===== src/rtl/collision_pkg.sv =====
// Shared types and defaults for the player/bullet collision detector.
package collision_pkg;

  localparam int unsigned COORD_W_DFLT = 10;

  typedef enum logic [1:0] {
    IDLE,
    SCAN,
    REPORT,
    COOLDOWN
  } cd_state_t;

  typedef struct packed {
    logic [COORD_W_DFLT-1:0] x;
    logic [COORD_W_DFLT-1:0] y;
  } bbox_t;

endpackage


===== src/rtl/aabb_overlap.sv =====
// Combinational axis-aligned box overlap test; box A at (a_x,a_y), box B at (b_x,b_y).
module aabb_overlap #(
  parameter int unsigned COORD_W = 10,
  parameter int unsigned A_W     = 16,
  parameter int unsigned A_H     = 16,
  parameter int unsigned B_W     = 4,
  parameter int unsigned B_H     = 4
) (
  input  logic [COORD_W-1:0] a_x,
  input  logic [COORD_W-1:0] a_y,
  input  logic [COORD_W-1:0] b_x,
  input  logic [COORD_W-1:0] b_y,
  output logic               overlap
);

  // One extra bit so far edges near the screen limit never wrap.
  logic [COORD_W:0] ax, ay, bx, by;
  logic [COORD_W:0] ax_end, ay_end, bx_end, by_end;

  always_comb begin
    ax     = {1'b0, a_x};
    ay     = {1'b0, a_y};
    bx     = {1'b0, b_x};
    by     = {1'b0, b_y};
    ax_end = ax + (COORD_W+1)'(A_W - 1);
    ay_end = ay + (COORD_W+1)'(A_H - 1);
    bx_end = bx + (COORD_W+1)'(B_W - 1);
    by_end = by + (COORD_W+1)'(B_H - 1);
    overlap = (bx <= ax_end) && (ax <= bx_end) && (by <= ay_end) && (ay <= by_end);
  end

endmodule


===== src/rtl/collision_detector.sv =====
// Per-frame player vs. bullet hit scan with a frame-counted invulnerability window.
module collision_detector
  import collision_pkg::*;
#(
  parameter int unsigned NUM_BULLETS   = 8,
  parameter int unsigned COORD_W       = COORD_W_DFLT,
  parameter int unsigned PLAYER_W      = 16,
  parameter int unsigned PLAYER_H      = 16,
  parameter int unsigned BULLET_SIZE   = 4,
  parameter int unsigned INVULN_FRAMES = 60
) (
  input  logic                           Clk,
  input  logic                           Reset,
  input  logic                           frame_tick,
  input  logic                           gameEnd,
  input  logic [COORD_W-1:0]             player_x,
  input  logic [COORD_W-1:0]             player_y,
  input  logic [NUM_BULLETS*COORD_W-1:0] bullet_x,
  input  logic [NUM_BULLETS*COORD_W-1:0] bullet_y,
  input  logic [NUM_BULLETS-1:0]         bullet_valid,
  output logic                           collision,
  output logic [NUM_BULLETS-1:0]         bullet_kill,
  output logic [$clog2(NUM_BULLETS)-1:0] hit_index,
  output logic                           invulnerable,
  output logic                           scan_busy
);

  localparam int unsigned IDX_W = $clog2(NUM_BULLETS);
  localparam int unsigned CNT_W = (INVULN_FRAMES > 0) ? $clog2(INVULN_FRAMES + 1) : 1;

  cd_state_t        state, state_nxt;
  logic [IDX_W-1:0] idx;
  logic [COORD_W-1:0] px, py, cur_bx, cur_by;
  logic             cur_valid, overlap, hit, last_slot, cool_done;
  logic [CNT_W-1:0] cnt;

  always_comb begin
    cur_bx    = '0;
    cur_by    = '0;
    cur_valid = 1'b0;
    for (int unsigned i = 0; i < NUM_BULLETS; i++) begin
      if (idx == IDX_W'(i)) begin
        cur_bx    = bullet_x[i*COORD_W +: COORD_W];
        cur_by    = bullet_y[i*COORD_W +: COORD_W];
        cur_valid = bullet_valid[i];
      end
    end
  end

  aabb_overlap #(
    .COORD_W(COORD_W),
    .A_W    (PLAYER_W),
    .A_H    (PLAYER_H),
    .B_W    (BULLET_SIZE),
    .B_H    (BULLET_SIZE)
  ) u_overlap (
    .a_x    (px),
    .a_y    (py),
    .b_x    (cur_bx),
    .b_y    (cur_by),
    .overlap(overlap)
  );

  assign hit       = cur_valid && overlap;
  assign last_slot = (idx == IDX_W'(NUM_BULLETS - 1));
  assign cool_done = frame_tick && (cnt == CNT_W'(1));

  always_ff @(posedge Clk) begin
    if (Reset) state <= IDLE;
    else       state <= state_nxt;
  end

  always_comb begin
    state_nxt = state;
    if (gameEnd) begin
      state_nxt = IDLE;
    end else begin
      case (state)
        IDLE:     if (frame_tick) state_nxt = SCAN;
        SCAN: begin
          if (hit)            state_nxt = REPORT;
          else if (last_slot) state_nxt = IDLE;
        end
        REPORT:   state_nxt = (INVULN_FRAMES == 0) ? IDLE : COOLDOWN;
        COOLDOWN: if (cool_done) state_nxt = IDLE;
        default:  state_nxt = IDLE;
      endcase
    end
  end

  // Pulses are raised on the edge entering REPORT so they are visible exactly during REPORT.
  always_ff @(posedge Clk) begin
    if (Reset) begin
      idx         <= '0;
      px          <= '0;
      py          <= '0;
      cnt         <= '0;
      collision   <= 1'b0;
      bullet_kill <= '0;
      hit_index   <= '0;
    end else begin
      collision   <= 1'b0;
      bullet_kill <= '0;
      if (gameEnd) begin
        cnt <= '0;
      end else begin
        case (state)
          IDLE: begin
            if (frame_tick) begin
              px  <= player_x;
              py  <= player_y;
              idx <= '0;
            end
          end
          SCAN: begin
            if (hit) begin
              collision   <= 1'b1;
              bullet_kill <= NUM_BULLETS'(1) << idx;
              hit_index   <= idx;
            end else if (!last_slot) begin
              idx <= idx + IDX_W'(1);
            end
          end
          REPORT:   cnt <= CNT_W'(INVULN_FRAMES);
          COOLDOWN: if (frame_tick) cnt <= cnt - CNT_W'(1);
          default: ;
        endcase
      end
    end
  end

  assign scan_busy    = (state == SCAN);
  assign invulnerable = (state == REPORT) || (state == COOLDOWN);

endmodule


===== config.mk =====
export PLATFORM = sky130hd
export DESIGN_NAME = collision_detector
export DESIGN_NICKNAME = d
export VERILOG_FILES = /design/src/rtl/collision_pkg.sv /design/src/rtl/aabb_overlap.sv /design/src/rtl/collision_detector.sv
export SDC_FILE = /design/constraint.sdc
export NUM_CORES = 1
export LEC_CHECK = 0
export ABC_AREA = 1
export CORE_MARGIN = 1.5
export CORE_UTILIZATION = 48
export DETAILED_ROUTE_END_ITERATION = 16
export HOLD_SLACK_MARGIN = 0.05
export PLACE_DENSITY = 0.95
export SYNTH_ARGS = -nofsm -noshare
export SYNTH_HDL_FRONTEND = slang
export SYNTH_HIERARCHICAL = 1
export SYNTH_SLANG_ARGS = --single-unit

===== constraint.sdc =====
create_clock -name Clk -period 8.4 [get_ports Clk]
set_clock_uncertainty 0.2 [all_clocks]
set_input_delay 1.68 -clock Clk [delete_from_list [all_inputs] [get_ports Clk]]
set_output_delay 1.68 -clock Clk [all_outputs]
set_load 0.01 [all_outputs]

==> results of run 1 <==
## metal layers
layer,up-vias,track usage (%),routed length (um)
met1,2773,35.6,6950
met3,63,5.95,1310
met4,0,16.8,926
met5,-,0,0
li1,3060,-,-
met2,269,53.2,8080
## sequential cells by signal (all words and copies together), names as in the netlist, named ones only
name / count
cnt: 6
bullet_kill: 8
state: 1
hit_index: 3
py: 10
idx: 3
px: 10
collision: 1
## area by class of cell
cell class                      instances  area [um^2]  share of cell area (%)
Clock buffer                            5         68.8                   0.966
Clock inverter                          3         46.3                   0.650
Inverter                               84          320                    4.49
Multi-Input combinational cell        666         3590                    50.4
Sequential cell                        43          861                    12.1
Tap cell                              133          166                    2.33
Timing Repair Buffer                  208         2070                    29.1
## kinds of logic (layout without fill, tap and decap cells)
kind of cell / after synthesis / in the layout
buffers and inverters: 118 / 300
AOI/OAI and AO/OA: 138 / 138
and+or+nand+nor: 451 / 451
xor gates and xnor gates: 27 / 27
DFF: 43 / 43
adders and majority gates: 50 / 50
## per-stage QoR
step	power, mW	instance area, um^2
final	0.911	7130
after global routing	0.983	7130
after detailed placement	0.734	7010
after floorplan	0.554	4920
after global placement	0.718	7010
after CTS	0.904	7130
## cell usage after synthesis (all sizes together)
cell    instances  area, um^2
nor2          118         458
and3            2        12.5
ha             50         626
clkinv          1        3.75
nor3b           2        15.0
or2             4        27.5
nand3          69         350
a21o            5        37.5
o21ai          69         349
inv            83         317
a31o            1        8.76
clkbuf         21        78.8
a21oi          19        98.9
nand2         242         931
a31oi           3        18.8
buf            13        72.6
nand3b          2        15.0
nand4           6        58.8
xnor2           8        70.1
o211ai         34         255
o21bai          6        45.0
dfxtp          43         861
nor3            5        30.0
a41o            1        10.0
xor2           19         166
or3             1        6.26
## worst max path at each step
stage / end / from / depth (start not counted) / slack (ns)
2_1_floorplan: idx[0] / bullet_y[11] / 25 / 3.52
3_3_place_gp: bullet_kill[7] / bullet_y[10] / 27 / 2.53
3_5_place_dp: hit_index[1] / bullet_x[12] / 28 / 2.37
4_1_cts: idx[1] / bullet_x[12] / 27 / 2.65
5_1_grt: bullet_kill[7] / idx[2] / 27 / 2.16
6_report: idx[1] / bullet_y[10] / 26 / 2.56
## power by group through the flow
stage	Clock (mW)	Sequential (mW)	Combinational, mW
finish	0.167	0.225	0.519
global route	0.176	0.227	0.581
global placement	0	0.229	0.489
detailed placement	0	0.230	0.504
floorplan	0	0.225	0.329
CTS	0.168	0.225	0.512
## placed cells by master (no fill, tap or decap), types with 2 or more instances in the layout
master	netlist	routed
sky130_fd_sc_hd__a31oi_1	3	3
sky130_fd_sc_hd__o21bai_1	6	6
sky130_fd_sc_hd__nand2_1	237	237
sky130_fd_sc_hd__inv_1	77	77
sky130_fd_sc_hd__nor3_1	4	4
sky130_fd_sc_hd__o21ai_0	41	41
sky130_fd_sc_hd__buf_4	2	3
sky130_fd_sc_hd__nand2_4	2	2
sky130_fd_sc_hd__clkbuf_8	0	5
sky130_fd_sc_hd__clkdlybuf4s50_1	0	205
sky130_fd_sc_hd__xnor2_1	8	8
sky130_fd_sc_hd__nand3b_1	2	2
sky130_fd_sc_hd__nor3b_1	2	2
sky130_fd_sc_hd__nor2_2	6	6
sky130_fd_sc_hd__inv_2	5	5
sky130_fd_sc_hd__nor2_1	112	112
sky130_fd_sc_hd__a21o_1	5	5
sky130_fd_sc_hd__nand3_1	68	68
sky130_fd_sc_hd__o211ai_1	34	34
sky130_fd_sc_hd__or2_2	2	2
sky130_fd_sc_hd__o21ai_1	27	27
sky130_fd_sc_hd__nand4_1	4	4
sky130_fd_sc_hd__inv_6	1	2
sky130_fd_sc_hd__ha_1	50	50
sky130_fd_sc_hd__xor2_1	19	19
sky130_fd_sc_hd__nand2_2	3	3
sky130_fd_sc_hd__and3_1	2	2
sky130_fd_sc_hd__dfxtp_1	43	43
sky130_fd_sc_hd__a21oi_1	18	18
## worst max-delay path, stage by stage
cell and delay (ns):
sky130_fd_sc_hd__clkdlybuf4s50_1 0.46, sky130_fd_sc_hd__nand2_1 0.05, sky130_fd_sc_hd__nand3_1 0.12, sky130_fd_sc_hd__o211ai_1 0.11, sky130_fd_sc_hd__nand3_1 0.10, sky130_fd_sc_hd__o211ai_1 0.09, sky130_fd_sc_hd__nand3_1 0.11, sky130_fd_sc_hd__inv_1 0.06
sky130_fd_sc_hd__o21ai_1 0.19, sky130_fd_sc_hd__inv_1 0.10, sky130_fd_sc_hd__ha_1 0.22, sky130_fd_sc_hd__nand3b_1 0.21, sky130_fd_sc_hd__nor2_1 0.21, sky130_fd_sc_hd__nand2_1 0.09, sky130_fd_sc_hd__xor2_1 0.16, sky130_fd_sc_hd__ha_1 0.32
sky130_fd_sc_hd__nand2_1 0.07, sky130_fd_sc_hd__nor2_1 0.15, sky130_fd_sc_hd__nor3b_1 0.22, sky130_fd_sc_hd__a21oi_1 0.06, sky130_fd_sc_hd__nand2_1 0.08, sky130_fd_sc_hd__nand2_1 0.06, sky130_fd_sc_hd__nor2_1 0.39, sky130_fd_sc_hd__nand3_2 0.24
sky130_fd_sc_hd__a21oi_1 0.23, sky130_fd_sc_hd__nor2_1 0.07
==> results list, run 1 <==
- The flow ran to the end, and the final reports show no timing, DRC or antenna violations.
- In this run the mean area of a mapped cell was just under 6 um^2.
- The number of setup buffers added after CTS is 0.
- For this run, the number of standard cells in the final layout without fillers is approximately 1100.
* Compound-Gate Fraction of Synth Area: about 17%
- Number of max-cap violations: 0
* TritonCTS buffer count: 5
- Final cell utilization of the core: about 72%
- Summed over all nets, the switching power comes to between 0.3 and 0.4 mW.
* Worst ir drop on vdd: ~0.14 mV
* Register-to-Register Setup Slack: around 2.7 ns
* Hold path cells: 1
* Combinational cell fraction of total power: a little under three fifths
* Worst Hold Path EP: cnt[0]
- In this run, the clock network consumes 18.4% of the power.
* Number of I/O pins: between 200 and 250
- Setup violators final: 0
* Flip-flop and latch count after synthesis: 43
- The synthesized netlist devotes around 39% of its cell area to simple gates.
* Clock Pin Slew Worst Setup and Hold Paths: 0.10 ns
- Global placer's final weighted congestion: about 0.94
- Fraction of the cycle the final worst path needs: 69.5%
- TritonCTS built the clock tree.
- The first routing iteration left between 400 and 500 violations.
* Number of remaining DRC errors: 0
* Fin crit period: around 5.8 ns
* Xor-xnor portion of the synthesized cell area: under 10%
- For this run, the post-layout net count is about 1300.
- Die extent in x: ~100 um
- CTS Sinks: 43
* DRT Wirelength: 17300 um
- STA classifies the critical path startpoint as a primary input.
* Power Internal: ~0.54 mW
- The tightest min-delay check is of the register to register type.
- Number of antenna violations at the first check in global routing: 0
* Syn-to-layout area delta: 44.8%
- CTS H-tree lvls: 2
- Largest family of logic cells by synthesized area: simple AND/OR/NAND/NOR gates
- Synthesized area: 4920 um^2
- The portion of synthesized area spent on multiplexers is 0%.
- The worst pin sits at a relative slew slack of a little under a third.
* Fin Hold WS: 0.287 ns
* Wire per inst: 15.1 um
* Unrepaired setup endpoints after global routing: no
* Final hold viol count: 0
* # fillers: 800
- Resize count post-CTS: 0
- Summed over all cells, the static leakage comes to about 3.2 nW.
- Entering global routing, the biggest net connects 43 pins.
* Slew Viols, Final: 0
- For the pin with the worst max-slew slack, the measured transition is 1.02 ns.
- Sequential element share of the synthesized area: around 17%
* Cell Count Post-Placement: approximately 1100
- Maximum buffer depth of the clock tree: 2
* Remaining number of nets flagged by the antenna check after routing: 0
- Of all nets on the critical path, the largest fanout is 6.
* Synthesized instance count: 827
* Power per cell area: between 100 and 150 nW/um^2
- Core Area: slightly below 10000 um^2
* # port buffers: between 200 and 250
- Using the TritonRoute via totals, the vias-per-cell ratio works out to about 5.4.
- In this run switching power makes up between 40% and 50% of total power.
* Detailed placer's ending HPWL: between 10000 and 15000 um
* Setup_tns: 0 ns
- Once routing completed, OpenROAD measured the worst setup slack at 2.56 ns.
- Clock latency on the worst-skew pair, taken at its later pin, is between 0.3 and 0.4 ns.
- Chip height: about 100 um
- Wire length of the first global-routing pass: approximately 27000 um
* Post-synth net total: roughly 1100
- Vias in the first global route: 5647
- Launching point of the worst reg2reg path: idx[2]
* Number of detailed-route iterations in the first pass: 7
- Count of different cell masters after synthesis: between 40 and 50
- Global routing used 30.8% of the available tracks.
- Floorplan die area: ~11000 um^2
- Data on the critical path is required at its endpoint by ~8.4 ns.
* Maximum achievable frequency: around 0.17 GHz
- Type of the setup path with the least slack: primary input to register
* Worst-case reg-to-reg path depth: 26
- During synthesis, Yosys emitted a total of 6 warnings.
- For this configuration, the core starts out at a cell density of 49.9%.
* Placement row count: 36
- Share of post-route cells with drive strength above 1: about 3.8%
- Hold-fix buffers, CTS: 0
- For this run the aggregate overflow at the end of global routing stands at 0.
- The final route contains roughly 6200 vias.
* Min-delay src: cnt[0]
- 0 antenna diodes ended up in the layout.
- OpenSTA, run right after detailed placement, puts the worst setup slack at ~2.4 ns.
* Root buf cell: sky130_fd_sc_hd__clkbuf_8
- Arithmetic-cell share of the synthesized area counting full adders, half adders and majority gates: approximately 13%
- In this run, flip-flops and latches consume 24.7% of the power.
- For the worst setup path, the data arrival time is roughly 6 ns.
- FF-to-FF End: idx[1]
* Kind of end point of the critical path: register
No activity file was read; power rests on OpenSTA's default activity.
==> inputs of run 2 (changes only) <==
--- a/config.mk
+++ b/config.mk
@@ -7,10 +7,10 @@
 export LEC_CHECK = 0
 export ABC_AREA = 1
 export CORE_MARGIN = 1.5
-export CORE_UTILIZATION = 48
+export CORE_UTILIZATION = 40
 export DETAILED_ROUTE_END_ITERATION = 16
 export HOLD_SLACK_MARGIN = 0.05
-export PLACE_DENSITY = 0.95
+export PLACE_DENSITY = 0.9
 export SYNTH_ARGS = -nofsm -noshare
 export SYNTH_HDL_FRONTEND = slang
 export SYNTH_HIERARCHICAL = 1
==> constraint.sdc (replaced) <==
create_clock -name Clk -period 5.3 [get_ports Clk]
set_clock_uncertainty 0.2 [all_clocks]
set_input_delay 1.06 -clock Clk [delete_from_list [all_inputs] [get_ports Clk]]
set_output_delay 1.06 -clock Clk [all_outputs]
set_load 0.01 [all_outputs]
==> run 2 against run 1 <==
Critical path depth rose by 4; sequential share of layout area fell by 0.24 points; first-iteration DRC count fell by 29%; clock power rose by 74%; highest routed layer unchanged; register-to-register slack got worse by 2.3 ns; critical endpoint unchanged; global-route usage fell by 5.0 points; sequential power rose by 59%; total power rose by 62%; combinational power rose by 60%; setup slack got worse by 2.1 ns.
==> results list, run 2 (synthesized netlist as in run 1, its figures left out) <==
* Detailed placer's ending HPWL: 14300 um
* Effective utilization at floorplan: 41.0%
* Cell repeated most along the worst path: sky130_fd_sc_hd__nor2_1
* Most Used Layer, Global Route: met2
- Register-to-Register Setup Slack: approximately 0.42 ns
- Of all nets on the critical path, the largest fanout is 10.
* Setup violators final: 0
* Die extent in x: around 110 um
- Net count, final: 1262
* Resize count post-CTS: 0
* Via-per-instance ratio: ~5.2
- The number of pins with negative max-slew slack in the final report is 0.
* DRT Wirelength: between 15000 and 20000 um
- In the finished design, the share of the clock period the worst path needs comes to between 90 and 100%.
* Placement row count: 40
* Worst ir drop on vdd: around 0.14 mV
* Remaining number of nets flagged by the antenna check after routing: 0
- Leak pwr: between 3 and 4 nW
- Number of detailed-route iterations in the first pass: 6
* Global-route track usage on met2: between 40% and 50%
- Chip height: between 100 and 150 um
- Maximum achievable frequency: approximately 0.21 GHz
- Maximum number of pins on one net before global-route repair: 35
- Top flop regs: px x10, py x10, bullet_kill x8
* Wire per inst: 15.0 um
* Data required time at the worst endpoint: ~5.3 ns
* # fillers: 1125
* Slowest library cell on the worst path: sky130_fd_sc_hd__dfxtp_1
* Design Power: 1.48 mW
- For this run, the slowest stage of the critical path takes 0.38 ns.
- TritonCTS buffer count: 5
- Number of antenna violations at the first check in global routing: 0
- Share of post-route cells with drive strength above 1: under 10%
* Power per cell area: around 200 nW/um^2
* Setup_tns: 0 ns
* Met1 demand-to-capacity share in global routing: about 30%
* Violation count after the first detailed-routing iteration: approximately 340
- # port buffers: 205
* Worst relative slew slack: between 50 and 60%
- Vias in the first global route: 5746
- The tool flagged a number of max-cap violations equal to 0.
* Top library cells by usage in the layout, fill and taps aside: 237 x sky130_fd_sc_hd__nand2_1, 205 x sky130_fd_sc_hd__clkdlybuf4s50_1, 112 x sky130_fd_sc_hd__nor2_1
- Overall routing resource usage: 25.8%
* Number of I/O pins: a little over 200
- Slew @ Worst Pin: around 0.63 ns
- Summed over all layers, the global routing overflow is 0.
- Vias: 6096
* CTS Sinks: 43
* Post-CTS setup-driven buffer insertion count: 0
- Floorplan die area: between 10000 and 15000 um^2
* Outcome: complete, no violations
- Subtracting the final worst setup slack from the clock period gives approximately 4.9 ns.
- The number of antenna diodes in the final layout is 0.
* Hold-fix buffers, CTS: 0
- Final hold viol count: 0
- CTS tree: yes
* Number of remaining DRC errors: 0
- Type of the setup path with the least slack: register to register
- The path class of the tightest hold or removal check is register to register.
- Global placer's final weighted congestion: roughly 0.9
- Setup repair after global routing left no endpoint under its margin.
- From synthesis to final layout, the design area changed by 47.7%.
* CTS H-tree lvls: 2
* Wire length of the first global-routing pass: 26700 um
* Core Area: about 12000 um^2
* Root buf cell: sky130_fd_sc_hd__clkbuf_16
- CP Launch Type: register
- The clock passes through at most 2 buffers.
* Clock Pin Slew Worst Setup and Hold Paths: approximately 0.06 ns
* Kind of end point of the critical path: register
- Most common library cell in the layout ignoring fill and taps: sky130_fd_sc_hd__nand2_1
- Clock latency on the worst-skew pair: roughly 0.28 ns
- For the worst setup path, the data arrival time is 4.85 ns.
- Met3 routing resource usage after global routing: 3.99%
[run 2: through the flow]
step / util (%) / instances / instance area, um^2 / hold WS [ns] / worst slack (ns)
after floorplan: - / 827 / 4920 / 0.231 / 0.996
after global routing: 60.5 / 1167 / 7270 / 0.305 / 0.0294
final: 60.5 / 1167 / 7270 / 0.263 / 0.425
after CTS: 60.4 / 1167 / 7260 / 0.267 / 0.338
after global placement: 59.3 / 1160 / 7120 / 0.248 / 0.323
after detailed placement: 59.3 / 1160 / 7120 / 0.253 / 0.238
[run 2: path summary, 6_finish.rpt]
check / from / endpoint / cells past startpoint
min reg2reg: cnt[0] / cnt[0] / 1
max: idx[0] / idx[1] / 30
max reg2reg: idx[0] / idx[1] / 30
min: cnt[0] / cnt[0] / 1
[run 2: cell type report]
class | count | area [um^2] | share of cell area, %
Multi-Input combinational cell | 666 | 3600 | 49.5
Timing Repair Buffer | 220 | 2160 | 29.8
Sequential cell | 43 | 861 | 11.8
Inverter | 84 | 320 | 4.41
Tap cell | 147 | 184 | 2.53
Clock buffer | 5 | 125 | 1.72
Clock inverter | 2 | 13.8 | 0.189
[run 2: power breakdown]
group / switching [mW] / internal, mW
clock network: 0.118 / 0.172
registers: 0.0212 / 0.337
logic: 0.443 / 0.388
[run 2: per-layer routing]
metal | routed length, um | vias to the layer above
li1 | - | 3085
met5 | 0 | -
met4 | 743 | 0
met1 | 7430 | 2729
met3 | 1060 | 49
met2 | 8250 | 233
[run 2: worst max-delay path, delay by kind of cell (launching register included)]
family	cells	cell delay [ns]
AO/OA/AOI/OAI	4	0.72
XOR/XNOR	1	0.09
adder cells (fa/ha/maj)	3	0.83
buffers and inverters	4	0.60
flip-flops	1	0.38
AND/OR/NAND/NOR	18	1.94
==> inputs of run 3 (changes only) <==
--- a/config.mk
+++ b/config.mk
@@ -7,10 +7,11 @@
 export LEC_CHECK = 0
 export ABC_AREA = 1
 export CORE_MARGIN = 1.5
-export CORE_UTILIZATION = 40
+export CORE_UTILIZATION = 59
 export DETAILED_ROUTE_END_ITERATION = 16
+export DONT_BUFFER_PORTS = 1
 export HOLD_SLACK_MARGIN = 0.05
-export PLACE_DENSITY = 0.9
+export PLACE_DENSITY = 0.89
 export SYNTH_ARGS = -nofsm -noshare
 export SYNTH_HDL_FRONTEND = slang
 export SYNTH_HIERARCHICAL = 1
==> run 3 against run 2 <==
Die area decreased by 31%; sequential cell count did not move; register-to-register slack lost 0.02 ns; combinational power shrank 17%; via count shrank 12%; core utilization rose by 3.0 points; total power down 8.3%; clock-buffer cell count unchanged.
==> results list, run 3 (synthesized netlist as in run 1, its figures left out) <==
* Share of post-route cells with drive strength above 1: 5.90%
- The die is between 90 and 100 um wide.
- CTS saw 43 sinks.
- For the worst setup path, the data required time is 5.34 ns.
* Detailed placer's ending HPWL: 12400 um
* Power Internal: 0.789 mW
- The first global-routing pass estimated 23700 um of wire.
* Hold-fix buffers, CTS: 0
* Top library cells by usage in the layout, fill and taps aside: 237 x sky130_fd_sc_hd__nand2_1, 111 x sky130_fd_sc_hd__nor2_1, 77 x sky130_fd_sc_hd__inv_1
* Root buf cell: sky130_fd_sc_hd__clkbuf_8
* Area used by multi-input combinational logic: approximately 3600 um^2
* Number of remaining DRC errors: 0
* Syn-to-layout area delta: 4.96%
- STA classifies the critical path startpoint as a register.
* Post-CTS setup-driven buffer insertion count: 0
* Arrival time of data at the critical path endpoint: between 4 and 5 ns
- Floorplan die area: about 9000 um^2
- In the routed layout, each cell is associated on average with a via count of 5.85.
* Register share of total power: about a quarter
- Number of I/O pins: approximately 200
- Type of the setup path with the least slack: register to register
- Maximum achievable frequency: 0.204 GHz
- Summing all non-filler instances in the final layout gives an area of about 5200 um^2.
- The sequential cells in the finished layout cover a total of around 860 um^2.
* Slew Viols, Final: 0
- In the final routed layout, each cell accounts on average for approximately 17 um.
* Critical Path Max Stage Delay: 0.67 ns
* Switching power of the nets: between 0.5 and 0.6 mW
- Among cell families on the critical path, the largest total delay comes from simple AND/OR/NAND/NOR gates.
- The H-tree was split into 2 levels.
- The analysis attributes to cell leakage a power of between 2 and 2.5 nW.
- Combinational cell fraction of total power: approximately half
- Headroom to the max-slew limit came out at about three fifths.
- Clock Pin Slew Worst Setup and Hold Paths: 0.09 ns
- For this design the ratio of total power to cell area is around 260 nW/um^2.
- Switching power share of the total: between 40% and 50%
- Of all nets on the critical path, the largest fanout is 12.
- Setup_tns: 0 ns
- Effective utilization at floorplan: 60.5%
* Top flop regs: px x10, py x10, bullet_kill x8
- TritonCTS built the clock tree.
- Resize count post-CTS: 0
- # port buffers: 0
- Most common library cell in the layout ignoring fill and taps: sky130_fd_sc_hd__nand2_1
- # fillers: around 760
- Counting I/O delays and the setup requirement, the final critical path takes roughly 4.9 ns.
- Setup violations remaining at the end of the flow were counted as 0.
* Vias: 5375
- Across the run, the number of max-cap violations was 0.
- TritonCTS buffer count: 5
- Kind of end point of the critical path: register
* Net count, final: roughly 1100
* Maximum buffer depth of the clock tree: 2
* Maximum number of pins on one net before global-route repair: between 40 and 50
* Remaining number of nets flagged by the antenna check after routing: 0
* DRT Wirelength: about 15000 um
- Clock latency on the worst-skew pair: roughly 0.30 ns
* Vias in the first global route: 4873
* Crit path buf inv count: 5
* Unrepaired setup endpoints after global routing: no
* Power share of the clock group: 22.7%
* Overall routing resource usage: approximately 34%
- Cell repeated most along the worst path: sky130_fd_sc_hd__nand2_1
* Path class of the lowest-slack min-delay path: register to register
* Fraction of the cycle the final worst path needs: a little over 90%
- The detailed router finished its first iteration with 349 violations.
* Worst ir drop on vdd: 0.158 mV
* Core Area: slightly above 8000 um^2
- The first detailed-routing pass took 5 iterations.
- Global placer's final weighted congestion: approximately 1.1
- The hold violation total from the final report is 0.
- After global routing the overflow that remains totals 0.
- From bottom edge to top edge, the die measures roughly 94 um.
- The flow ran to the end, and the final reports show no timing, DRC or antenna violations.
- After detailed placement, the total cell area comes to approximately 5000 um^2.
- Slew @ Worst Pin: roughly 0.60 ns
- Slowest library cell on the worst path: sky130_fd_sc_hd__dfxtp_1
* Number of antenna violations at the first check in global routing: 0
- Placement row count: 33
==> run 3: cell types whose count changed in the layout (fill, tap and decap cells not counted), moves of 2 or more <==
cell | previous run | this run
sky130_fd_sc_hd__buf_4 | 15 | 11
sky130_fd_sc_hd__clkbuf_16 | 5 | 0
sky130_fd_sc_hd__clkdlybuf4s50_1 | 205 | 0
sky130_fd_sc_hd__nor2_4 | 1 | 3
sky130_fd_sc_hd__bufinv_16 | 0 | 2
sky130_fd_sc_hd__clkbuf_8 | 0 | 5
==> run 3: worst register-to-register path: stages, from the launching register on <==
cell and delay [ns]:
sky130_fd_sc_hd__dfxtp_1 0.67, sky130_fd_sc_hd__inv_6 0.09, sky130_fd_sc_hd__ha_1 0.25, sky130_fd_sc_hd__inv_1 0.29
sky130_fd_sc_hd__o211ai_1 0.16, sky130_fd_sc_hd__nand3_1 0.09, sky130_fd_sc_hd__o211ai_1 0.09, sky130_fd_sc_hd__nand3_1 0.09
sky130_fd_sc_hd__inv_1 0.06, sky130_fd_sc_hd__o21ai_1 0.19, sky130_fd_sc_hd__inv_1 0.10, sky130_fd_sc_hd__ha_1 0.22
sky130_fd_sc_hd__nand3b_1 0.18, sky130_fd_sc_hd__nor2_1 0.19, sky130_fd_sc_hd__nand2_1 0.10, sky130_fd_sc_hd__xor2_1 0.15
sky130_fd_sc_hd__ha_1 0.32, sky130_fd_sc_hd__nand2_1 0.08, sky130_fd_sc_hd__nor2_1 0.13, sky130_fd_sc_hd__nor3b_1 0.25
sky130_fd_sc_hd__a21oi_1 0.07, sky130_fd_sc_hd__nand2_1 0.06, sky130_fd_sc_hd__nand2_1 0.09, sky130_fd_sc_hd__nor2_4 0.18
sky130_fd_sc_hd__nand4_4 0.23, sky130_fd_sc_hd__inv_2 0.10, sky130_fd_sc_hd__nand2_1 0.06, sky130_fd_sc_hd__nor2_1 0.12
==> run 3: worst paths after layout <==
kind / to / depth (start not counted) / slack, ns / start
max: bullet_kill[7] / 27 / 0.41 / idx[2]
min: cnt[0] / 1 / 0.27 / cnt[0]
max reg2reg: bullet_kill[7] / 27 / 0.41 / idx[2]
min reg2reg: cnt[0] / 1 / 0.27 / cnt[0]
==> run 3: power by group through the flow <==
stage | clock (mW) | sequential [mW] | combinational [mW]
final | 0.308 | 0.358 | 0.690
after global routing | 0.325 | 0.361 | 0.784
after CTS | 0.313 | 0.357 | 0.667
after detailed placement | 0 | 0.365 | 0.662
after global placement | 0 | 0.364 | 0.645
after floorplan | 0 | 0.357 | 0.521
==> run 3: layout make-up <==
class | instances | area share, %
Multi-Input combinational cell | 666 | 69.9
Antenna cell | 1 | 0.0484
Sequential cell | 43 | 16.7
Inverter | 84 | 6.20
Timing Repair Buffer | 12 | 1.99
Clock inverter | 3 | 1.31
Clock buffer | 5 | 1.33
Tap cell | 105 | 2.54
==> run 3: routing by layer <==
metal	track usage (%)	part of all wire, %	up-vias
li1	-	-	2672
met5	0	0	-
met3	10.5	11	64
met4	21.0	5.8	0
met1	39.8	38	2348
met2	55.5	45	291
==> run 3: stage by stage <==
stage	cells	utilization (%)	setup slack [ns]	hold WS, ns	power (mW)
CTS	918	63.2	0.266	0.280	1.34
global placement	910	61.5	0.449	0.246	1.01
floorplan	827	-	0.996	0.231	0.878
global route	918	63.5	0.0182	0.316	1.47
finish	919	63.5	0.409	0.272	1.36
detailed placement	910	61.5	0.284	0.265	1.03
